File: src/rtl/tt_byron_alu_pkg.sv
// rtl/tt_byron_alu_pkg.sv - command, op and status encodings for the sequential ALU
package tt_byron_alu_pkg;

    localparam logic [2:0] CMD_NOP    = 3'd0;
    localparam logic [2:0] CMD_LOAD_A = 3'd1;
    localparam logic [2:0] CMD_LOAD_B = 3'd2;
    localparam logic [2:0] CMD_EXEC   = 3'd3;
    localparam logic [2:0] CMD_RSEL   = 3'd4;
    localparam logic [2:0] CMD_CLR    = 3'd5;

    localparam logic [3:0] OP_ADD = 4'd0;
    localparam logic [3:0] OP_SUB = 4'd1;
    localparam logic [3:0] OP_AND = 4'd2;
    localparam logic [3:0] OP_OR  = 4'd3;
    localparam logic [3:0] OP_XOR = 4'd4;
    localparam logic [3:0] OP_NOT = 4'd5;
    localparam logic [3:0] OP_SHL = 4'd6;
    localparam logic [3:0] OP_SHR = 4'd7;
    localparam logic [3:0] OP_ASR = 4'd8;
    localparam logic [3:0] OP_ROL = 4'd9;
    localparam logic [3:0] OP_MUL = 4'd10;
    localparam logic [3:0] OP_CMP = 4'd11;

    localparam int ST_Z    = 0;
    localparam int ST_C    = 1;
    localparam int ST_V    = 2;
    localparam int ST_N    = 3;
    localparam int ST_ERR  = 6;
    localparam int ST_BUSY = 7;

    localparam logic [2:0] RSEL_STATUS = 3'd7;

    typedef enum logic {
        IDLE     = 1'b0,
        MUL_WAIT = 1'b1
    } state_t;

endpackage

File: src/rtl/byron_mul_seq.sv
// rtl/byron_mul_seq.sv - shift-add multiplier, one partial product per cycle
module byron_mul_seq #(
    parameter int WIDTH = 16
) (
    input  logic                 clk,
    input  logic                 rst_n,
    input  logic                 start,
    input  logic [WIDTH-1:0]     a,
    input  logic [WIDTH-1:0]     b,
    output logic                 busy,
    output logic                 done,
    output logic [2*WIDTH-1:0]   product
);
    localparam int CW = $clog2(WIDTH);

    logic [2*WIDTH-1:0] mcand;
    logic [2*WIDTH-1:0] acc;
    logic [WIDTH-1:0]   mplier;
    logic [CW-1:0]      cnt;

    // Partial product 0 is folded into the start edge so the full product
    // is in acc while done is high, letting the caller latch it as busy drops.
    always_ff @(posedge clk or negedge rst_n) begin
        if (!rst_n) begin
            mcand  <= '0;
            acc    <= '0;
            mplier <= '0;
            cnt    <= '0;
            busy   <= 1'b0;
        end else if (start) begin
            mcand  <= {{WIDTH{1'b0}}, a} << 1;
            mplier <= b >> 1;
            acc    <= b[0] ? {{WIDTH{1'b0}}, a} : '0;
            cnt    <= '0;
            busy   <= 1'b1;
        end else if (busy) begin
            if (mplier[0]) begin
                acc <= acc + mcand;
            end
            mcand  <= mcand << 1;
            mplier <= mplier >> 1;
            cnt    <= cnt + 1'b1;
            if (done) begin
                busy <= 1'b0;
            end
        end
    end

    assign done    = busy && (cnt == CW'(WIDTH - 1));
    assign product = acc;

endmodule

File: src/rtl/tt_um_byron_alu_seq.sv
// rtl/tt_um_byron_alu_seq.sv - byte-loaded registered ALU top under the Tiny Tapeout harness
module tt_um_byron_alu_seq #(
    parameter int WIDTH = 16
) (
    input  logic       clk,
    input  logic       rst_n,
    input  logic       ena,
    input  logic [7:0] ui_in,
    output logic [7:0] uo_out,
    input  logic [7:0] uio_in,
    output logic [7:0] uio_out,
    output logic [7:0] uio_oe
);
    import tt_byron_alu_pkg::*;

    localparam int NBYTES = WIDTH / 8;
    localparam int SHW    = $clog2(WIDTH);

    logic [WIDTH-1:0] a_q, b_q, r_q;
    logic             z_q, c_q, n_q, v_q, err_q;
    logic [2:0]       rsel_q;
    logic             stb_s1, stb_s2, stb_s3;
    state_t           state_q, state_d;

    logic [2:0]         cmd;
    logic [3:0]         op;
    logic               accept, busy, mul_start, mul_busy, mul_done;
    logic [2*WIDTH-1:0] product;
    logic               unused_uio;

    assign cmd        = uio_in[2:0];
    assign op         = ui_in[3:0];
    assign accept     = stb_s2 & ~stb_s3 & ena;
    assign busy       = (state_q == MUL_WAIT) | mul_busy;
    assign unused_uio = &{1'b0, uio_in[7:4]};

    always_ff @(posedge clk or negedge rst_n) begin
        if (!rst_n) begin
            stb_s1 <= 1'b0;
            stb_s2 <= 1'b0;
            stb_s3 <= 1'b0;
        end else begin
            stb_s1 <= uio_in[3];
            stb_s2 <= stb_s1;
            stb_s3 <= stb_s2;
        end
    end

    byron_mul_seq #(.WIDTH(WIDTH)) u_mul (
        .clk     (clk),
        .rst_n   (rst_n),
        .start   (mul_start),
        .a       (a_q),
        .b       (b_q),
        .busy    (mul_busy),
        .done    (mul_done),
        .product (product)
    );

    always_ff @(posedge clk or negedge rst_n) begin
        if (!rst_n) begin
            state_q <= IDLE;
        end else begin
            state_q <= state_d;
        end
    end

    always_comb begin
        state_d   = state_q;
        mul_start = 1'b0;
        case (state_q)
            IDLE: begin
                if (accept && cmd == CMD_EXEC && op == OP_MUL) begin
                    mul_start = 1'b1;
                    state_d   = MUL_WAIT;
                end
            end
            MUL_WAIT: begin
                if (mul_done) begin
                    state_d = IDLE;
                end
            end
            default: state_d = IDLE;
        endcase
    end

    logic [WIDTH:0]            sum, diff;
    logic [SHW-1:0]            sh;
    logic [2*WIDTH-1:0]        shl_t, shr_t;
    logic signed [2*WIDTH-1:0] asr_t;
    logic [WIDTH-1:0]          res;
    logic                      res_c, res_v;

    // Shifts run in a double-width window so the last bit shifted out sits
    // at a fixed position next to the result, and is 0 for a zero amount.
    always_comb begin
        sum   = {1'b0, a_q} + {1'b0, b_q};
        diff  = {1'b0, a_q} - {1'b0, b_q};
        sh    = b_q[SHW-1:0];
        shl_t = {{WIDTH{1'b0}}, a_q} << sh;
        shr_t = {a_q, {WIDTH{1'b0}}} >> sh;
        asr_t = $signed({a_q, {WIDTH{1'b0}}}) >>> sh;
        res   = '0;
        res_c = 1'b0;
        res_v = 1'b0;
        case (op)
            OP_ADD: begin
                res   = sum[WIDTH-1:0];
                res_c = sum[WIDTH];
                res_v = (a_q[WIDTH-1] == b_q[WIDTH-1]) && (res[WIDTH-1] != a_q[WIDTH-1]);
            end
            OP_SUB, OP_CMP: begin
                res   = diff[WIDTH-1:0];
                res_c = diff[WIDTH];
                res_v = (a_q[WIDTH-1] != b_q[WIDTH-1]) && (res[WIDTH-1] != a_q[WIDTH-1]);
            end
            OP_AND: res = a_q & b_q;
            OP_OR:  res = a_q | b_q;
            OP_XOR: res = a_q ^ b_q;
            OP_NOT: res = ~a_q;
            OP_SHL: begin
                res   = shl_t[WIDTH-1:0];
                res_c = shl_t[WIDTH];
            end
            OP_SHR: begin
                res   = shr_t[2*WIDTH-1:WIDTH];
                res_c = shr_t[WIDTH-1];
            end
            OP_ASR: begin
                res   = asr_t[2*WIDTH-1:WIDTH];
                res_c = asr_t[WIDTH-1];
            end
            OP_ROL: begin
                res   = shl_t[WIDTH-1:0] | shl_t[2*WIDTH-1:WIDTH];
                res_c = shl_t[WIDTH];
            end
            default: ;
        endcase
    end

    logic [WIDTH-1:0] r_shift;
    logic [7:0]       rd_byte;

    always_comb begin
        r_shift = r_q >> {rsel_q, 3'b000};
        if (rsel_q == RSEL_STATUS) begin
            rd_byte = {busy, err_q, 2'b00, n_q, v_q, c_q, z_q};
        end else if ({29'd0, rsel_q} < NBYTES) begin
            rd_byte = r_shift[7:0];
        end else begin
            rd_byte = r_q[7:0];
        end
    end

    always_ff @(posedge clk or negedge rst_n) begin
        if (!rst_n) begin
            a_q    <= '0;
            b_q    <= '0;
            r_q    <= '0;
            z_q    <= 1'b0;
            c_q    <= 1'b0;
            n_q    <= 1'b0;
            v_q    <= 1'b0;
            err_q  <= 1'b0;
            rsel_q <= '0;
            uo_out <= '0;
        end else begin
            if (accept) begin
                if (busy) begin
                    err_q <= 1'b1;
                end else begin
                    case (cmd)
                        CMD_LOAD_A: a_q <= (a_q << 8) | WIDTH'(ui_in);
                        CMD_LOAD_B: b_q <= (b_q << 8) | WIDTH'(ui_in);
                        CMD_EXEC: begin
                            if (op <= OP_ROL || op == OP_CMP) begin
                                if (op != OP_CMP) begin
                                    r_q <= res;
                                end
                                z_q <= (res == '0);
                                n_q <= res[WIDTH-1];
                                c_q <= res_c;
                                v_q <= res_v;
                            end else if (op > OP_CMP) begin
                                err_q <= 1'b1;
                            end
                        end
                        CMD_RSEL: rsel_q <= ui_in[2:0];
                        CMD_CLR: begin
                            a_q   <= '0;
                            b_q   <= '0;
                            r_q   <= '0;
                            z_q   <= 1'b0;
                            c_q   <= 1'b0;
                            n_q   <= 1'b0;
                            v_q   <= 1'b0;
                            err_q <= 1'b0;
                        end
                        default: ;
                    endcase
                end
            end
            if (mul_done) begin
                r_q <= product[WIDTH-1:0];
                z_q <= (product[WIDTH-1:0] == '0);
                n_q <= product[WIDTH-1];
                c_q <= |product[2*WIDTH-1:WIDTH];
                v_q <= 1'b0;
            end
            uo_out <= rd_byte;
        end
    end

    assign uio_out = {busy, err_q, c_q, z_q, 4'b0000};
    assign uio_oe  = 8'hF0;

endmodule

File: config.mk
export PLATFORM = sky130hd
export DESIGN_NAME = tt_um_byron_alu_seq
export DESIGN_NICKNAME = d
export VERILOG_FILES = /design/src/rtl/tt_byron_alu_pkg.sv /design/src/rtl/byron_mul_seq.sv /design/src/rtl/tt_um_byron_alu_seq.sv
export SDC_FILE = /design/constraint.sdc
export NUM_CORES = 1
export LEC_CHECK = 0
export ABC_AREA = 0
export CORE_MARGIN = 2
export CORE_UTILIZATION = 63
export DETAILED_ROUTE_END_ITERATION = 6
export PLACE_DENSITY = 0.87
export SLEW_MARGIN = 20
export SYNTH_ARGS = -nofsm -noshare
export SYNTH_HDL_FRONTEND = slang
export SYNTH_SLANG_ARGS = --single-unit
File: constraint.sdc
create_clock -name clk -period 4.6 [get_ports clk]
set_clock_uncertainty 0.1 [all_clocks]
set_input_delay 0.92 -clock clk [delete_from_list [all_inputs] [get_ports clk]]
set_output_delay 0.92 -clock clk [all_outputs]
set_load 0.05 [all_outputs]
# [Yosys cells after proc, flatten, opt, wreduce, memory -nomap -nowiden]
# Cells that the tools add are included.
[totals] mem_bits_ro=0 latch_bits=0 ram_bits=0 wordCells=150 register_bits=153 mem_count=0
[op_classes] n_bitwise=13 n_mul=0 eq_ne=28 div=0 muxes=53 reduce_logical=26 magnitude_cmp=3 shift=4 add_sub_neg=4
[op_table] op="32-bit two-way mux" count=5
[op_table] op="16-bit case mux with 10 select lines" count=1
[op_table] op="16-bit two-way mux" count=8
[op_table] op="16-bit case mux with 2 select lines" count=3
[op_table] op="32-bit adder" count=1
[op_table] op="16-bit zero test" count=2
[op_table] op="16-bit OR" count=2
[op_table] op="16-bit by 8-bit OR with 16-bit output" count=2
[op_table] op="16-bit by 4-bit << shifter with 32-bit output" count=1
[op_table] op="32-bit by 4-bit right shift with 32-bit output" count=1
[op_table] op="32-bit by 4-bit >>> shifter with 32-bit output" count=1
[op_table] op="1-bit two-way mux" count=24
[op_table] op="4-bit equality test, second input constant" count=5
[op_table] op="16-bit by 16-bit adder with 17-bit output" count=1
[op_table] op="16-bit by 16-bit subtractor with 17-bit output" count=1
[op_table] op="16-bit AND" count=1
[op_table] op="4-bit by 3-bit equality test with 1-bit output, second input constant" count=4
[op_table] op="8-bit two-way mux" count=2
[op_table] op="16-bit inverter" count=1
[op_table] op="16-bit OR reduction" count=1
[op_table] op="16-bit by 6-bit right shift with 8-bit output" count=1
[op_table] op="16-bit XOR" count=1
[op_table] op="1-bit case mux with 2 select lines" count=7
[op_table] op="2-bit nonzero test" count=5
[op_table] op="other kinds (29)" count=50

# [Depth between registers and ports, before layout]
[logic_depth] word_depth=9 mapped_depth=14 mapped_depth_nobuf=13

# [Hierarchy]
# Synthesis repeated with hierarchy kept, for this count alone.
[hier_totals] cells_unflattened=1519 area_unflattened_um2=12728.5
[by_module_without_submodules] module="tt_um_byron_alu_seq" instances=1 cells_per_inst=990 area_each_um2=7768.7
[by_module_without_submodules] module="byron_mul_seq" instances=1 cells_per_inst=529 area_each_um2=4959.8

# [Least setup slack after synthesis]
# Ideal clock, no wire load.
[synth_path] path_kind="reg2reg" startpoint="register b_q[2]" endpoint="register r_q[15]" setup_ns=0.125 path_stages_with_launch=15 synth_period_minus_slack_ns=3.532 required_time_ns=4.375 t_arrival_ns=3.307 path_slack_ns=1.068 n_path_buf=3 cell_sequence="dfrtp_1 > buf_2 > clkinv_1 > buf_2 > ha_1 > clkbuf_1 > nand2b_1 > o311a_1 > o311ai_1 > a311oi_1 > o31ai_1 > and3_1 > o221ai_1 > a22o_1 > mux2_2"
[synth_between] elab_chain_cells=9 word_cells_on_any_way=13 cone_classes="2 x add/sub; 3 x shift; 7 x mux; 1 x bitwise"
[synth_rtl] element="start, declared" line_no="tt_um_byron_alu_seq.sv:19" text="logic [WIDTH-1:0] a_q, b_q, r_q;"
[synth_rtl] element="start signal, assigned" line_no="tt_um_byron_alu_seq.sv:174" text="CMD_LOAD_B: b_q <= (b_q << 8) | WIDTH'(ui_in);"
[synth_rtl] element="branches (longest 2 deep; another with 16-bit by 16-bit subtractor with 17-bit output)"
[synth_rtl] element="16-bit case mux with 10 select lines *" line_no="tt_um_byron_alu_seq.sv:106" text="case (op)"
[synth_rtl] element="16-bit two-way mux *" line_no="tt_um_byron_alu_seq.sv:177" text="if (op != OP_CMP) begin"
[synth_rtl] element="16-bit two-way mux *" line_no="tt_um_byron_alu_seq.sv:176" text="if (op <= OP_ROL || op == OP_CMP) begin"
[synth_rtl] element="16-bit case mux with 2 select lines *" line_no="tt_um_byron_alu_seq.sv:172" text="case (cmd)"
[synth_rtl] element="16-bit two-way mux *" line_no="tt_um_byron_alu_seq.sv:169" text="if (busy) begin"
[synth_rtl] element="16-bit two-way mux *" line_no="tt_um_byron_alu_seq.sv:168" text="if (accept) begin"
[synth_rtl] element="16-bit two-way mux *" line_no="tt_um_byron_alu_seq.sv:203" text="if (mul_done) begin"
[synth_rtl] element="end signal, assigned" line_no="tt_um_byron_alu_seq.sv:178" text="r_q <= res;"
[synth_rtl] element="end signal, assigned" line_no="tt_um_byron_alu_seq.sv:204" text="r_q <= product[WIDTH-1:0];"
[synth_rtl] element="end, declared" line_no="tt_um_byron_alu_seq.sv:19"
# Mark *: on every way between the ends. The select of a mux whose other input is x is not followed.
# A chain may end at the register's enable or synchronous reset.

# [Worst setup path in the final report]
[layout_path] startpoint="register a_q[0]" endpoint="register z_q"
[layout_between] elab_chain_cells=9 word_cells_on_any_way=17 cone_classes="2 x add/sub; 3 x shift; 6 x mux; 5 x bitwise; 1 x reduce/logical"
[layout_rtl] element="start, declared" line_no="tt_um_byron_alu_seq.sv:19"
[layout_rtl] element="start signal, assigned" line_no="tt_um_byron_alu_seq.sv:173" text="CMD_LOAD_A: a_q <= (a_q << 8) | WIDTH'(ui_in);"
[layout_rtl] element="branches (longest 2 deep; another with 16-bit by 16-bit subtractor with 17-bit output)"
[layout_rtl] element="16-bit case mux with 10 select lines *" line_no="tt_um_byron_alu_seq.sv:106"
[layout_rtl] element="16-bit zero test *" line_no="tt_um_byron_alu_seq.sv:180" text="z_q <= (res == '0);"
[layout_rtl] element="1-bit two-way mux *" line_no="tt_um_byron_alu_seq.sv:176"
[layout_rtl] element="1-bit case mux with 2 select lines *" line_no="tt_um_byron_alu_seq.sv:172"
[layout_rtl] element="1-bit two-way mux *" line_no="tt_um_byron_alu_seq.sv:169"
[layout_rtl] element="1-bit two-way mux *" line_no="tt_um_byron_alu_seq.sv:168"
[layout_rtl] element="1-bit two-way mux *" line_no="tt_um_byron_alu_seq.sv:203"
[layout_rtl] element="end signal, assigned" line_no="tt_um_byron_alu_seq.sv:180"
[layout_rtl] element="end signal, assigned" line_no="tt_um_byron_alu_seq.sv:205" text="z_q <= (product[WIDTH-1:0] == '0);"
[layout_rtl] element="end, declared" line_no="tt_um_byron_alu_seq.sv:20" text="logic z_q, c_q, n_q, v_q, err_q;"
# Marked as above.

==> summary.md <==
| Metric | Value |
|---|---|
| Status | completed |
| Pwr Density | 542 nW/um2 |
| Die H | 147 um |
| Critical path class | register to register |
| Latest clock arrival within the worst-skew pair | 450 ps |
| Synth unique cells | 90 |
| DP HPWL | 31.3 mm |
| Critical Path AT | 4390 ps |
| Share of layout cells above drive strength 1 | 0.119 |
| Synthesized area | 12800 um2 |
| Fin. Hold Viols | 0 |
| Worst R2R Setup Slack | 460 ps |
| Area of the multi-input gates | 8270 um2 |
| Synth Register Bits | 151 |
| Final setup violation count | 0 |
| First-pass GRT wire length | 69.2 mm |
| Fin. max-slew vios | 0 |
| Total Routing Usage GR | 0.413 |
| Part of the power in registers | 0.276 |
| Largest net degree at the start of global routing | 104 |
| Clock Power Share | 0.191 |
| Switch share | 0.463 |
| Post-Place Cell Area | 13500 um2 |
| Total negative slack | 0 ps |
| Max-capacitance violation count | 0 |
| Routability cong. | 1.07 |
| Num ports | 43 |
| RSZ-0062 raised after global routing | no |
| Worst setup SP type | register |
| CTS buffer count | 17 |
| P&R area growth vs syn | 9.82% |
| CTS tree | done |
| Post-synthesis sequential area ratio | 0.295 |
| Syn avg cell area | 8.37 um2 |
| Die width | 147 um |
| Drt pass-1 iters | 7 |
| Fillers | 1582 |
| NumNets Final | 1637 |
| Combinational fraction of design power | 0.533 |
| Max H-tree Level | 4 |
| Resized cells post-CTS | 0 |
| Core area | 20100 um2 |
| Worst setup EP type | register |
| Ys async rst share | 1.00 |
| Mapped Cells | 1532 |
| Initial Util | 0.638 |
| Grt ovf | 0 |
| Worst-Margin Slew | 971 ps |
| DRT antenna net count | 0 |
| Total routed wirelength | 43.5 mm |
| Switching power | 3.53 mW |
| CP Max Fanout | 4 |
| P_leak | 5.83 nW |
| Max IR drop VDD | 0.282 mV |
| Final min period | 4140 ps |
| Synth area leaders | dfrtp_1, ha_1, mux2i_1, nand2_1, o21ai_0 |
| Post-route cell area | 14100 um2 |
| Initial antenna violation count | 0 |
| Per-cell routed wire length | 24.0 um |
| Ant diodes | 0 |
| Hold buffer count at CTS | 0 |
| Vias in the first global route | 12254 |
| Initial detailed-routing violation count | 1351 |
| Slew HR | 0.346 |
| Clock Tree Root | clkbuf_16 |
| Clk sinks | 151 |
| Storage element area | 3780 um2 |
| Yosys top cell area share | 0.295 |
| Critical Path RT | 4840 ps |
| Tcrit/Tclk final | 0.901 |
| Max Clk Rate | 241 MHz |
| Vias per inst | 7.03 |
| Residual DRC | 0 |
| HP Class | register to register |
| Non-Filler Instances | 1815 |
| Die area | 21500 um2 |
| Clk slew on worst S/H paths | 70 ps |
| Placed insts | 1783 |
| Post-synth EDFFs | 0 |
| Top cell type by total area after synthesis | dfrtp_1 |
| IO Port Bufs | 26 |
| Power Internal | 4.10 mW |
| Cell Rows | 52 |
| Clk buf depth | 2 |
| Setup bufs post-CTS | 0 |
| Ys Warns | 0 |
| Vias | 12765 |
| Predominant post-synthesis flop cell | dfrtp_1 |
==> metrics by stage <==
step / hold slack [ps] / worst slack (ps) / utilization / power (mW)
floorplan: 231 / 1070 / - / 4.91
global placement: 232 / 282 / 0.670 / 5.87
detailed placement: 237 / 246 / 0.670 / 6.02
CTS: 251 / 589 / 0.700 / 7.50
global route: 262 / 264 / 0.700 / 8.08
finish: 249 / 457 / 0.700 / 7.63
==> cells in the mapped netlist, types with 27 or more instances <==
master	n
mux2i_1	67
nor2_1	122
dfrtp_1	151
o31ai_1	27
o21ai_0	116
clkbuf_1	82
ha_1	83
inv_1	60
a21o_1	33
nand2_1	163
nand3_1	45
a21oi_1	106
==> sequential cells by signal, summed over array words and instances, names as in the netlist, 3 cells and up <==
name           flops
u_mul.product     32
uo_out             8
rsel_q             3
u_mul.cnt          4
u_mul.mcand       31
a_q               16
b_q               16
u_mul.mplier      15
r_q               16
==> power groups by stage <==
stage / clock network [mW] / logic [mW] / registers, mW
3_5_place_dp: 0 / 3.91 / 2.10
5_1_grt: 1.53 / 4.42 / 2.13
4_1_cts: 1.46 / 3.95 / 2.08
6_report: 1.45 / 4.07 / 2.10
3_3_place_gp: 0 / 3.79 / 2.09
2_1_floorplan: 0 / 2.87 / 2.04
==> layout by cell type (no fill, tap or decap), types with 12 or more instances in the layout <==
cell / instances
a22oi_1: 25
o21ai_0: 116
nor4_1: 14
nor2b_1: 15
nand3_1: 45
a31oi_1: 17
xnor2_1: 18
a21oi_1: 106
a221oi_1: 12
o22ai_1: 24
mux2_2: 25
buf_4: 69
nor3_1: 21
ha_1: 83
nor2_1: 122
mux2i_1: 67
and3_1: 12
conb_1: 12
o31ai_1: 27
clkbuf_16: 17
o211ai_1: 14
inv_1: 60
dfrtp_1: 148
nand2_1: 163
mux4_2: 12
clkdlybuf4s50_1: 25
a21o_1: 33
==> logic make-up (layout without fill, tap and decap cells) <==
logic type,after synthesis,after routing,share of synthesized area
DFF,151,151,0.295
xor gates and xnor gates,23,23,0.0157
buffers and inverters,191,194,0.0659
muxes,111,111,0.104
AOI/OAI and AO/OA,492,492,0.256
other,2,12,0.000586
adders and majority gates,86,86,0.0857
and+or+nand+nor,476,476,0.177
==> path summary, 6_finish.rpt <==
path                            cells after the start                       endpoint          startpoint
worst max-delay path                               13                z_q$_DFFE_PN0P_  a_q[0]$_DFFE_PN0P_
worst min-delay path                                0               stb_s2$_DFF_PN0_    stb_s1$_DFF_PN0_
worst max register to register                     13                z_q$_DFFE_PN0P_  a_q[0]$_DFFE_PN0P_
worst min register to register                      0               stb_s2$_DFF_PN0_    stb_s1$_DFF_PN0_
max in group asynchronous                           2             b_q[0]$_DFFE_PN0P_               rst_n
min in group asynchronous                           1  u_mul.product[24]$_DFFE_PN0P_               rst_n
==> cell type report <==
class | count | area share
well taps | 270 | 0.0240
clock buffers | 19 | 0.0322
flip-flops and latches | 151 | 0.269
repair buffers | 98 | 0.0596
inverters | 64 | 0.0171
clock inverters | 13 | 0.0111
multi-input cells | 1200 | 0.587
==> critical path: stages (launching register included) <==
cell and delay, ps:
dfrtp_1 380, inv_1 230, ha_1 240, inv_1 60, fa_1 400, nor2b_1 170, o21ai_0 340, nand3_1 210
a31oi_1 450, o221ai_1 210, a221oi_1 480, nand4_1 120, or4_1 430, o41ai_2 220
==> layer usage <==
layer / GRT usage / part of all wire / up-vias
met4: 0.230 / 0.070 / 0
met1: 0.541 / 0.38 / 6090
li1: - / - / 5635
met2: 0.639 / 0.44 / 844
met3: 0.0869 / 0.10 / 196
met5: 0 / 0 / -
Note: power is estimated with default switching activity, not from simulation.
